File: src/rtl/mips_mc_pkg.sv
// Shared types and encodings for the multicycle MIPS main control FSM.
// Optional JAL support is enabled by defining MULTI_CTRL_JAL_EN.
package mips_mc_pkg;

   // 4-bit state encoding; IDLE must stay 0 so state_o reads 0 out of reset.
   typedef enum logic [3:0] {
      S_IDLE     = 4'd0,
      S_FETCH    = 4'd1,
      S_DECODE   = 4'd2,
      S_MEMADR   = 4'd3,
      S_MEMRD    = 4'd4,
      S_MEMWB    = 4'd5,
      S_MEMWR    = 4'd6,
      S_RTEXEC   = 4'd7,
      S_RTWB     = 4'd8,
      S_ADDIEXEC = 4'd9,
      S_ADDIWB   = 4'd10,
      S_BRANCH   = 4'd11,
      S_JUMP     = 4'd12,
      S_HALT     = 4'd13
`ifdef MULTI_CTRL_JAL_EN
      ,
      S_JAL      = 4'd14
`endif
   } state_t;

   // ALU operation class handed to the ALU decoder.
   // AOP_NONE drives alu_ctrl to 000 in states that do not use the ALU.
   typedef enum logic [1:0] {
      AOP_ADD   = 2'd0,
      AOP_SUB   = 2'd1,
      AOP_FUNCT = 2'd2,
      AOP_NONE  = 2'd3
   } aluop_t;

   localparam logic [5:0] OP_R    = 6'b000000;
   localparam logic [5:0] OP_LW   = 6'b100011;
   localparam logic [5:0] OP_SW   = 6'b101011;
   localparam logic [5:0] OP_BEQ  = 6'b000100;
   localparam logic [5:0] OP_ADDI = 6'b001000;
   localparam logic [5:0] OP_J    = 6'b000010;
   localparam logic [5:0] OP_JAL  = 6'b000011;

   localparam logic [5:0] FN_ADD = 6'b100000;
   localparam logic [5:0] FN_SUB = 6'b100010;
   localparam logic [5:0] FN_AND = 6'b100100;
   localparam logic [5:0] FN_OR  = 6'b100101;
   localparam logic [5:0] FN_SLT = 6'b101010;

   localparam logic [2:0] ALU_ADD = 3'b010;
   localparam logic [2:0] ALU_SUB = 3'b110;
   localparam logic [2:0] ALU_AND = 3'b000;
   localparam logic [2:0] ALU_OR  = 3'b001;
   localparam logic [2:0] ALU_SLT = 3'b111;
   localparam logic [2:0] ALU_OFF = 3'b000;

   localparam logic [1:0] RD_RT = 2'd0;
   localparam logic [1:0] RD_RD = 2'd1;
   localparam logic [1:0] RD_RA = 2'd2;

   localparam logic [1:0] M2R_ALUOUT = 2'd0;
   localparam logic [1:0] M2R_MDR    = 2'd1;
   localparam logic [1:0] M2R_PC     = 2'd2;

   localparam logic [1:0] SRCB_B     = 2'd0;
   localparam logic [1:0] SRCB_4     = 2'd1;
   localparam logic [1:0] SRCB_IMM   = 2'd2;
   localparam logic [1:0] SRCB_IMMSH = 2'd3;

   localparam logic [1:0] PCSRC_ALU    = 2'd0;
   localparam logic [1:0] PCSRC_ALUOUT = 2'd1;
   localparam logic [1:0] PCSRC_JUMP   = 2'd2;

   // States that wait on the memory handshake and feed the timeout counter.
   function automatic logic is_wait(state_t s);
      return (s == S_FETCH) || (s == S_MEMRD) || (s == S_MEMWR);
   endfunction

endpackage

File: src/rtl/mips_alu_decoder.sv
// Combinational ALU control decoder: maps an ALU-op class and funct to alu_ctrl.
// Ports: alu_op (class in), funct (IR[5:0] in), alu_ctrl (3-bit ALU op out).
module mips_alu_decoder
   import mips_mc_pkg::*;
(
   input  aluop_t     alu_op,
   input  logic [5:0] funct,
   output logic [2:0] alu_ctrl
);

   always_comb begin
      alu_ctrl = ALU_OFF;
      case (alu_op)
         AOP_ADD: alu_ctrl = ALU_ADD;
         AOP_SUB: alu_ctrl = ALU_SUB;
         AOP_FUNCT: begin
            case (funct)
               FN_ADD:  alu_ctrl = ALU_ADD;
               FN_SUB:  alu_ctrl = ALU_SUB;
               FN_AND:  alu_ctrl = ALU_AND;
               FN_OR:   alu_ctrl = ALU_OR;
               FN_SLT:  alu_ctrl = ALU_SLT;
               default: alu_ctrl = ALU_ADD;
            endcase
         end
         default: alu_ctrl = ALU_OFF;
      endcase
   end

endmodule

File: src/rtl/mips_multicycle_ctrl.sv
// Main control FSM for the multicycle MIPS datapath with memory-ready timeout.
// Ports: clk, reset (async high), op/funct/zero/mem_ready in; datapath
// enables and selects, halted and state_o out. Macro: MULTI_CTRL_JAL_EN.
module mips_multicycle_ctrl
   import mips_mc_pkg::*;
#(
   parameter int WAIT_LIMIT = 15
) (
   input  logic       clk,
   input  logic       reset,
   input  logic [5:0] op,
   input  logic [5:0] funct,
   input  logic       zero,
   input  logic       mem_ready,
   output logic       iord,
   output logic       mem_read,
   output logic       mem_write,
   output logic       ir_write,
   output logic       reg_write,
   output logic [1:0] reg_dst,
   output logic [1:0] mem_to_reg,
   output logic       alu_src_a,
   output logic [1:0] alu_src_b,
   output logic [2:0] alu_ctrl,
   output logic [1:0] pc_src,
   output logic       pc_en,
   output logic       halted,
   output logic [3:0] state_o
);

   localparam int CW = (WAIT_LIMIT > 0) ? $clog2(WAIT_LIMIT + 1) : 1;
   localparam logic [CW-1:0] LIM = CW'(WAIT_LIMIT);

   state_t        state;
   state_t        state_n;
   aluop_t        alu_op;
   logic [CW-1:0] cnt;
   logic          timeout;

   assign timeout = (cnt == LIM) && !mem_ready;
   assign state_o = state;

   always_ff @(posedge clk or posedge reset) begin
      if (reset) begin
         state <= S_IDLE;
      end else begin
         state <= state_n;
      end
   end

   // Counts stalled cycles of the current wait state; any state change clears.
   always_ff @(posedge clk or posedge reset) begin
      if (reset) begin
         cnt <= '0;
      end else if (state_n != state) begin
         cnt <= '0;
      end else if (is_wait(state) && !mem_ready) begin
         cnt <= cnt + CW'(1);
      end
   end

   always_comb begin
      state_n    = state;
      iord       = 1'b0;
      mem_read   = 1'b0;
      mem_write  = 1'b0;
      ir_write   = 1'b0;
      reg_write  = 1'b0;
      reg_dst    = RD_RT;
      mem_to_reg = M2R_ALUOUT;
      alu_src_a  = 1'b0;
      alu_src_b  = SRCB_B;
      alu_op     = AOP_NONE;
      pc_src     = PCSRC_ALU;
      pc_en      = 1'b0;
      halted     = 1'b0;
      case (state)
         S_IDLE: state_n = S_FETCH;
         S_FETCH: begin
            mem_read  = 1'b1;
            alu_src_b = SRCB_4;
            alu_op    = AOP_ADD;
            if (mem_ready) begin
               ir_write = 1'b1;
               pc_en    = 1'b1;
               state_n  = S_DECODE;
            end else if (timeout) begin
               state_n = S_HALT;
            end
         end
         S_DECODE: begin
            alu_src_b = SRCB_IMMSH;
            alu_op    = AOP_ADD;
            case (op)
               OP_LW, OP_SW: state_n = S_MEMADR;
               OP_R:         state_n = S_RTEXEC;
               OP_ADDI:      state_n = S_ADDIEXEC;
               OP_BEQ:       state_n = S_BRANCH;
               OP_J:         state_n = S_JUMP;
`ifdef MULTI_CTRL_JAL_EN
               OP_JAL:       state_n = S_JAL;
`endif
               default:      state_n = S_HALT;
            endcase
         end
         S_MEMADR: begin
            alu_src_a = 1'b1;
            alu_src_b = SRCB_IMM;
            alu_op    = AOP_ADD;
            state_n   = (op == OP_SW) ? S_MEMWR : S_MEMRD;
         end
         S_MEMRD: begin
            iord     = 1'b1;
            mem_read = 1'b1;
            if (mem_ready) state_n = S_MEMWB;
            else if (timeout) state_n = S_HALT;
         end
         S_MEMWB: begin
            reg_write  = 1'b1;
            reg_dst    = RD_RT;
            mem_to_reg = M2R_MDR;
            state_n    = S_FETCH;
         end
         S_MEMWR: begin
            iord      = 1'b1;
            mem_write = 1'b1;
            if (mem_ready) state_n = S_FETCH;
            else if (timeout) state_n = S_HALT;
         end
         S_RTEXEC: begin
            alu_src_a = 1'b1;
            alu_src_b = SRCB_B;
            alu_op    = AOP_FUNCT;
            state_n   = S_RTWB;
         end
         S_RTWB: begin
            reg_write  = 1'b1;
            reg_dst    = RD_RD;
            mem_to_reg = M2R_ALUOUT;
            state_n    = S_FETCH;
         end
         S_ADDIEXEC: begin
            alu_src_a = 1'b1;
            alu_src_b = SRCB_IMM;
            alu_op    = AOP_ADD;
            state_n   = S_ADDIWB;
         end
         S_ADDIWB: begin
            reg_write  = 1'b1;
            reg_dst    = RD_RT;
            mem_to_reg = M2R_ALUOUT;
            state_n    = S_FETCH;
         end
         S_BRANCH: begin
            alu_src_a = 1'b1;
            alu_src_b = SRCB_B;
            alu_op    = AOP_SUB;
            pc_src    = PCSRC_ALUOUT;
            pc_en     = zero;
            state_n   = S_FETCH;
         end
         S_JUMP: begin
            pc_src  = PCSRC_JUMP;
            pc_en   = 1'b1;
            state_n = S_FETCH;
         end
`ifdef MULTI_CTRL_JAL_EN
         // PC already holds PC+4 from FETCH, so $31 gets the return address.
         S_JAL: begin
            reg_write  = 1'b1;
            reg_dst    = RD_RA;
            mem_to_reg = M2R_PC;
            pc_src     = PCSRC_JUMP;
            pc_en      = 1'b1;
            state_n    = S_FETCH;
         end
`endif
         S_HALT: halted = 1'b1;
         default: state_n = S_HALT;
      endcase
   end

   mips_alu_decoder u_alu_dec (
      .alu_op   (alu_op),
      .funct    (funct),
      .alu_ctrl (alu_ctrl)
   );

endmodule

File: config.mk
export PLATFORM = sky130hd
export DESIGN_NAME = mips_multicycle_ctrl
export DESIGN_NICKNAME = d
export VERILOG_FILES = /design/src/rtl/mips_mc_pkg.sv /design/src/rtl/mips_alu_decoder.sv /design/src/rtl/mips_multicycle_ctrl.sv
export SDC_FILE = /design/constraint.sdc
export NUM_CORES = 1
export LEC_CHECK = 0
export ABC_AREA = 1
export CAP_MARGIN = 20
export CORE_ASPECT_RATIO = 0.8
export CORE_MARGIN = 5
export CORE_UTILIZATION = 42
export CTS_BUF_LIST = sky130_fd_sc_hd__clkbuf_16
export CTS_CLUSTER_DIAMETER = 120
export DETAILED_ROUTE_END_ITERATION = 10
export PLACE_DENSITY = 0.86
export SETUP_SLACK_MARGIN = 0.3
export SYNTH_ARGS = -nofsm -noshare
export SYNTH_HDL_FRONTEND = slang
export SYNTH_SLANG_ARGS = --single-unit
File: constraint.sdc
create_clock -name clk -period 1.9 [get_ports clk]
set_clock_uncertainty 0.05 [all_clocks]
set_input_delay 0.38 -clock clk [delete_from_list [all_inputs] [get_ports clk]]
set_output_delay 0.38 -clock clk [all_outputs]
set_load 0.005 [all_outputs]
==> run summary, run 1 <==
Seq/Total Area, Yosys -> 22.3%
status -> stopped before the end
CTS Buf Count -> 3
final HPWL from detailed placement -> 2810 µm
Avg Cell Area, Syn -> 5.82 µm²
Exit stage -> 5_1_grt
largest net degree at the start of global routing -> 9
dpl cells -> 246
RePlAce Congestion -> 0.847
register bit total from synthesis -> 8
row count -> 15
dpl ws -> -0.438 ns
Synth area leader -> dfrtp_1
clk buf depth -> 2
CTS sink count -> 8
WEP type -> primary output
Synth Instances -> 154
Root Driver -> clkbuf_16
worst_ep grt -> alu_ctrl[1]
Die X -> 61.6 µm
Port Buf Inserts -> 36
post-synthesis cell type count -> 24
ranking of synthesized cells by area -> dfrtp_1 22%, nand2_1 20%, nand3_1 10%
Area after DPL -> 1520 µm²
cell area after synthesis -> 896 µm²
Synth top area share -> 22.3%
IO Pins -> 39
Err -> [ERROR DPL-0038] Utilization greater than 100%, impossible to legalize
Initial Util -> 42.6%
synth warn -> 0
die span in y -> 51.3 µm
htree depth -> 1
==> cells by family after synthesis <==
family	Yosys count	synth area share (%)
multiplexers	1	1.26
adder cells (fa/ha/maj)	1	1.40
flip-flops	8	22.3
AO/OA/AOI/OAI	9	6.29
other	1	0.419
buffers and inverters	26	12.2
XOR/XNOR	3	2.93
AND/OR/NAND/NOR	105	53.2
==> stage by stage <==
| stage | setup TNS (ns) | hold slack, ns |
|---|---|---|
| 2_1_floorplan | 0 | 0.146 |
| 3_3_place_gp | -1.68 | 0.484 |
| 3_5_place_dp | -2.57 | 0.518 |
| 4_1_cts | 0 | 0.355 |
==> repair_timing <==
action,4_1_cts
resized for setup,129
setup buffers,18
setup endpoints to repair,25
pin swaps,24
hold buffers,0
==> synthesized netlist by cell type <==
library cell	instances
nand2_1	47
inv_1	20
nor2_1	20
nand3_1	18
dfrtp_1	8
nand4_1	5
nand2_2	4
nor2_2	4
o21ai_0	4
buf_4	3
inv_2	3
nor3_1	3
a21oi_1	2
nand3_2	2
xor2_1	2
a211o_1	1
a21oi_2	1
a41oi_1	1
conb_1	1
ha_1	1
mux2_2	1
nand3b_1	1
nor2_4	1
xnor2_1	1
==> run 2, diff against run 1 <==
CORE_AREA = 5 5 66 68   (was unset)
CORE_ASPECT_RATIO = unset   (was 0.8)
CORE_MARGIN = unset   (was 5)
CORE_UTILIZATION = unset   (was 42)
CTS_BUF_LIST = unset   (was sky130_fd_sc_hd__clkbuf_16)
CTS_CLUSTER_DIAMETER = unset   (was 120)
DIE_AREA = 0 0 71 73   (was unset)
PLACE_DENSITY = unset   (was 0.86)
PLACE_DENSITY_LB_ADDON = 0.15   (was unset)
SETUP_SLACK_MARGIN = unset   (was 0.3)
==> run summary, run 2 <==
status -> finished, final reports clean
CTS Buf Count -> 3
Register-to-Register Path Depth -> 13
final hold viol count -> 0
Post-CTS Hold Buffers -> 0
Non-Filler Instances -> 278
Seq/Total Area, Yosys -> 22.3%
Total GRT Usage -> 12.5%
fillers -> 447
CTS sink count -> 8
Crit path required time -> 1.47 ns
complex-gate fraction of the synthesized area -> 6.28%
Clock Latency Late Sink -> 0.23 ns
final setup TNS -> 0 ns
Root Driver -> clkbuf_8
Port Buf Inserts -> 36
mux cell area share after synthesis -> 1.26%
Setup-failing EPs final -> 0
DRC viols -> 0
antenna violations before repair -> 0
most common cell after layout, fill and taps aside -> nand2_1
die span in y -> 73 µm
Buf+Inv Stages, Crit Path -> 4
min cycle time layout -> 1.86 ns
adder-cell share of the synthesized area -> 1.40%
largest family of logic cells by synthesized area -> simple AND/OR/NAND/NOR gates
core outline area -> 3800 µm²
min-delay worst type -> input port to asynchronous set/reset pin
ranking of synthesized cells by area -> dfrtp_1 22%, nand2_1 20%, nand3_1 10%
met2 Track Usage GR -> 24.2%
max-cap viol count -> 0
ANT cells -> 0
Slowest cell on crit path -> dfrtp_2
CP Launch Type -> register
row count -> 23
CP peak stage delay -> 0.46 ns
first-pass GRT wire length -> 5310 µm
final core utilization -> 44.5%
CP Cell Sequence -> buf_6 > inv_4 > nor2_4 > nand2_4 > nand2_4 > inv_2 > a41oi_2 > buf_2
clk slew on worst S/H paths -> 0.04 ns
Post-Route WL -> 3110 µm
most frequent cells in the layout -> 39 x nand2_1, 34 x buf_4, 18 x nand3_1, 18 x clkdlybuf4s50_1, 17 x inv_1
register bit total from synthesis -> 8
top-count cell post-synth -> nand2_1
post-synthesis cell type count -> 24
Pre-antenna DRT Iters -> 4
Avg Cell Area, Syn -> 5.82 µm²
Reg area -> 205 µm²
crit path DAT -> 1.43 ns
Async SR Flop Fraction -> 100%
DR iter-0 viols -> 50
most frequent CP cell -> nand2_4
pwr dens -> 259 nW/µm²
htree depth -> 1
cell family with most CP delay -> flip-flops
RSZ-0062 raised after global routing -> yes
total grt overflow -> 0
IO Pins -> 39
Crit Path Max Fanout -> 6
busiest layer in global routing -> met2
FMAX -> 539 MHz
die area -> 5180 µm²
Worst setup EP type -> output port
R2R Path End -> cnt[0]
largest net degree at the start of global routing -> 9
WS Path Type -> register to output port
via count -> 1,212
worst reg2reg path startpoint -> state_o[2]
met3 Use GR -> 2.89%
VDD IR max -> 0.131 mV
XOR/XNOR share of the synthesized area -> 2.93%
Period Utilization, post-route -> 97.7%
met1 usage -> 14.6%
simple-gate share of the synthesized area -> 53.2%
Synth top area share -> 22.3%
clk buf depth -> 2
Area Overhead vs Synth -> 88.7%
final net count -> 247
cell area after synthesis -> 896 µm²
P_leak -> 0.928 nW
synth warn -> 0
Die X -> 71 µm
Synth Instances -> 154
R2R Setup Slk -> 0.13 ns
final HPWL from detailed placement -> 2660 µm
dpl cells -> 271
WL/cell -> 11.2 µm
CTS tree -> done
top_reg_cell synth -> dfrtp_1
top cells by count, synth -> 47 x nand2_1, 20 x inv_1, 20 x nor2_1, 18 x nand3_1, 8 x dfrtp_1
Vias/cell -> 4.36
layout cell share with drive strength beyond 1 -> 39.9%
Initial Util -> 23.6%
multi-input gate area in the final layout -> 697 µm²
Post-synth EDFFs -> 0
RePlAce Congestion -> 0.830
number of global-route vias before repair -> 1,190
final slew viol count -> 0
final antenna-violating net count -> 0
Synth area leader -> dfrtp_1
run 2: worst reg2reg max path, stage by stage, from the launching register on:
cell,delay [ns]
dfrtp_2,0.47
buf_6,0.15
inv_4,0.05
nor2_4,0.04
buf_6,0.12
nand2_2,0.07
nand2_2,0.06
nor2_2,0.14
nand3_1,0.12
nand2_1,0.08
nand2_1,0.05
nor2_2,0.09
nand3_2,0.11
nor2_1,0.10
run 2: where the power goes:
part	total, mW	internal [mW]	leakage, nW	switching, mW
clock network	0.197	0.137	0.0216	0.0606
logic	0.0691	0.0392	0.813	0.0299
registers	0.171	0.171	0.0935	0
run 2: routing by layer:
| metal | wire [µm] | share of wire, % | vias up |
|---|---|---|---|
| met5 | 0 | 0 | - |
| met4 | 0 | 0 | 0 |
| met3 | 106 | 3.4 | 0 |
| met2 | 1660 | 53 | 16 |
| met1 | 1340 | 43 | 559 |
| li1 | - | - | 637 |
run 2: worst max path at each step:
stage	start	endpoint	cells after the start
floorplan	state_o[1]	alu_ctrl[1]	6
global placement	funct[5]	alu_ctrl[0]	6
detailed placement	funct[5]	alu_ctrl[0]	6
CTS	state_o[1]	pc_en	6
global route	state_o[2]	alu_ctrl[1]	8
finish	state_o[2]	alu_ctrl[1]	8
run 2: cells by family (layout without fill, tap and decap cells):
kind of cell             count (synthesis)  after routing
AND/OR/NAND/NOR                        105            105
buffers and inverters                   26             99
XOR/XNOR                                 3              3
multiplexers                             1              1
flip-flops                               8              8
other                                    1              2
adder cells (fa/ha/maj)                  1              1
AO/OA/AOI/OAI                            9              9
run 2: timing repair:
item,in CTS,in global routing
setup endpoints to repair,17,19
pin swaps,1,10
resized for setup,51,33
buffers inserted,3,1
hold endpoints to repair,0,0
run 2: stage by stage:
step	power (mW)	hold WS (ns)	worst slack (ns)	area, µm²
2_1_floorplan	0.197	0.146	0.327	900
3_3_place_gp	0.237	0.486	-0.341	1550
3_5_place_dp	0.239	0.505	-0.400	1550
4_1_cts	0.442	0.357	-0.0506	1630
5_1_grt	0.464	0.383	-0.0287	1690
6_report	0.438	0.349	0.0441	1690
run 2: layout make-up:
class                      count  area share, %
timing repair buffer          73           35.2
clock buffer                   3           2.44
inverter                      23           5.26
tap                           50           3.70
multi-input combinational    121           41.2
sequential                     8           12.1
Power figures use the tool's default switching activity.
==> run 3, diff against run 2 <==
GPL_TIMING_DRIVEN = 0   (was unset)
PLACE_DENSITY_LB_ADDON = unset   (was 0.15)
==> run summary, run 3 (synthesized netlist as in run 2, its figures left out) <==
Clock Latency Late Sink -> 0.22 ns
RePlAce Congestion -> 0.789
WS Path Type -> register to output port
CP Launch Type -> register
R2R Path End -> cnt[0]
Reg area -> 204 µm²
DRC viols -> 0
Register-to-Register Path Depth -> 14
Die X -> 71 µm
final net count -> 239
htree depth -> 1
Area Overhead vs Synth -> 89.5%
Crit Path Max Fanout -> 4
status -> complete, but fails checks
row count -> 23
failing checks -> setup timing
max-cap viol count -> 0
ANT cells -> 0
most common cell after layout, fill and taps aside -> nand2_1
min-delay worst type -> input port to asynchronous set/reset pin
total grt overflow -> 0
clk slew on worst S/H paths -> 0.04 ns
fillers -> 396
CTS tree -> done
final HPWL from detailed placement -> 2120 µm
Vias/cell -> 4.58
Initial Util -> 23.6%
final antenna-violating net count -> 0
die area -> 5180 µm²
total power -> 438 µW
CTS Buf Count -> 3
final core utilization -> 44.7%
fin area -> 1700 µm²
VDD IR max -> 0.182 mV
Setup-failing EPs final -> 2
IO Pins -> 39
Period Utilization, post-route -> 104%
die span in y -> 73 µm
final setup TNS -> -0.0862 ns
first-pass GRT wire length -> 4800 µm
number of global-route vias before repair -> 1,109
Port Buf Inserts -> 36
DR iter-0 viols -> 56
Worst setup EP type -> output port
dpl ws -> -0.391 ns
via count -> 1,236
worst reg2reg path startpoint -> state_o[1]
final slew viol count -> 0
antenna violations before repair -> 0
WL/cell -> 12.1 µm
Area after DPL -> 1320 µm²
clk buf depth -> 2
CTS sink count -> 8
post-layout worst setup margin -> -0.0741 ns
Non-Filler Instances -> 270
Pre-antenna DRT Iters -> 5
Root Driver -> clkbuf_8
multi-input gate area in the final layout -> 731 µm²
crit path DAT -> 1.54 ns
final hold viol count -> 0
min cycle time layout -> 1.97 ns
layout cell share with drive strength beyond 1 -> 39.5%
Fin Hold WS -> 0.349 ns
most frequent cells in the layout -> 34 x nand2_1, 25 x buf_4, 18 x nand3_1, 18 x clkdlybuf4s50_1, 15 x inv_1
dpl cells -> 241
Crit path required time -> 1.47 ns
Total GRT Usage -> 11.3%
pwr dens -> 258 nW/µm²
P_leak -> 0.936 nW
R2R Setup Slk -> 0.03 ns
Post-Route WL -> 3280 µm
largest net degree at the start of global routing -> 9
FMAX -> 507 MHz
RSZ-0062 raised after global routing -> yes
core outline area -> 3800 µm²
==> run 3: cell count changes in the layout (fill, tap and decap cells not counted), moves of 2 or more <==
cell,change
nor2_2,+2
nand2_1,-5
nand2_2,+3
inv_1,-2
nor2_1,-3
clkbuf_2,-3
buf_4,-9
clkdlybuf4s15_1,-2
inv_4,+2
dlygate4sd2_1,+2
dlymetal6s2s_1,+3
nand2_4,+2
==> run 3: critical path, cell delays in order (launching register included) <==
cell and delay [ns]:
dfrtp_2 0.45, buf_4 0.17, nor2_4 0.14, nand2_4 0.09, nand2_4 0.08, inv_1 0.06
o21ai_0 0.08, clkdlybuf4s15_2 0.24
==> run 3: what timing repair did <==
item	4_1_cts	5_1_grt
gates cloned	1	0
setup buffers	13	12
hold buffers	0	0
pin swaps	4	10
endpoints found under the hold margin	0	0
gates resized for setup	50	39
endpoints found under the setup margin	17	15
==> run 3: power by group <==
part           switching [mW]  internal, mW
Combinational          0.0305        0.0373
Sequential                  0         0.171
Clock                  0.0619         0.137
==> run 3: worst max-delay path by stage <==
| stage | start | end | slack (ns) | cells after the start |
|---|---|---|---|---|
| after global placement | funct[5] | alu_ctrl[0] | -0.39 | 6 |
| final | state_o[2] | alu_src_a | -0.07 | 7 |
| after detailed placement | funct[5] | alu_ctrl[0] | -0.39 | 6 |
| after floorplan | state_o[1] | alu_ctrl[1] | 0.33 | 6 |
| after global routing | state_o[2] | alu_src_a | -0.13 | 7 |
| after CTS | state_o[0] | mem_read | -0.11 | 5 |
==> run 3: routing by layer <==
metal / vias to the layer above / share of wire (%) / GRT usage [%]
li1: 619 / - / -
met1: 569 / 40 / 13.2
met2: 40 / 53 / 21.0
met3: 8 / 5.1 / 2.48
met4: 0 / 2.0 / 2.71
met5: - / 0 / 0
==> run 3: area by class of cell <==
class	count	share of cell area, %
clock buffer	3	2.43
multi-input combinational	121	43.0
tap	50	3.68
sequential	8	12.0
timing repair buffer	62	31.8
inverter	23	5.53
buffer	3	1.55
==> run 4, diff against run 3 <==
HOLD_SLACK_MARGIN = 0.08   (was unset)
==> results of run 4 <==
No change in the layout: final DEF, timing and power equal those of run 3.
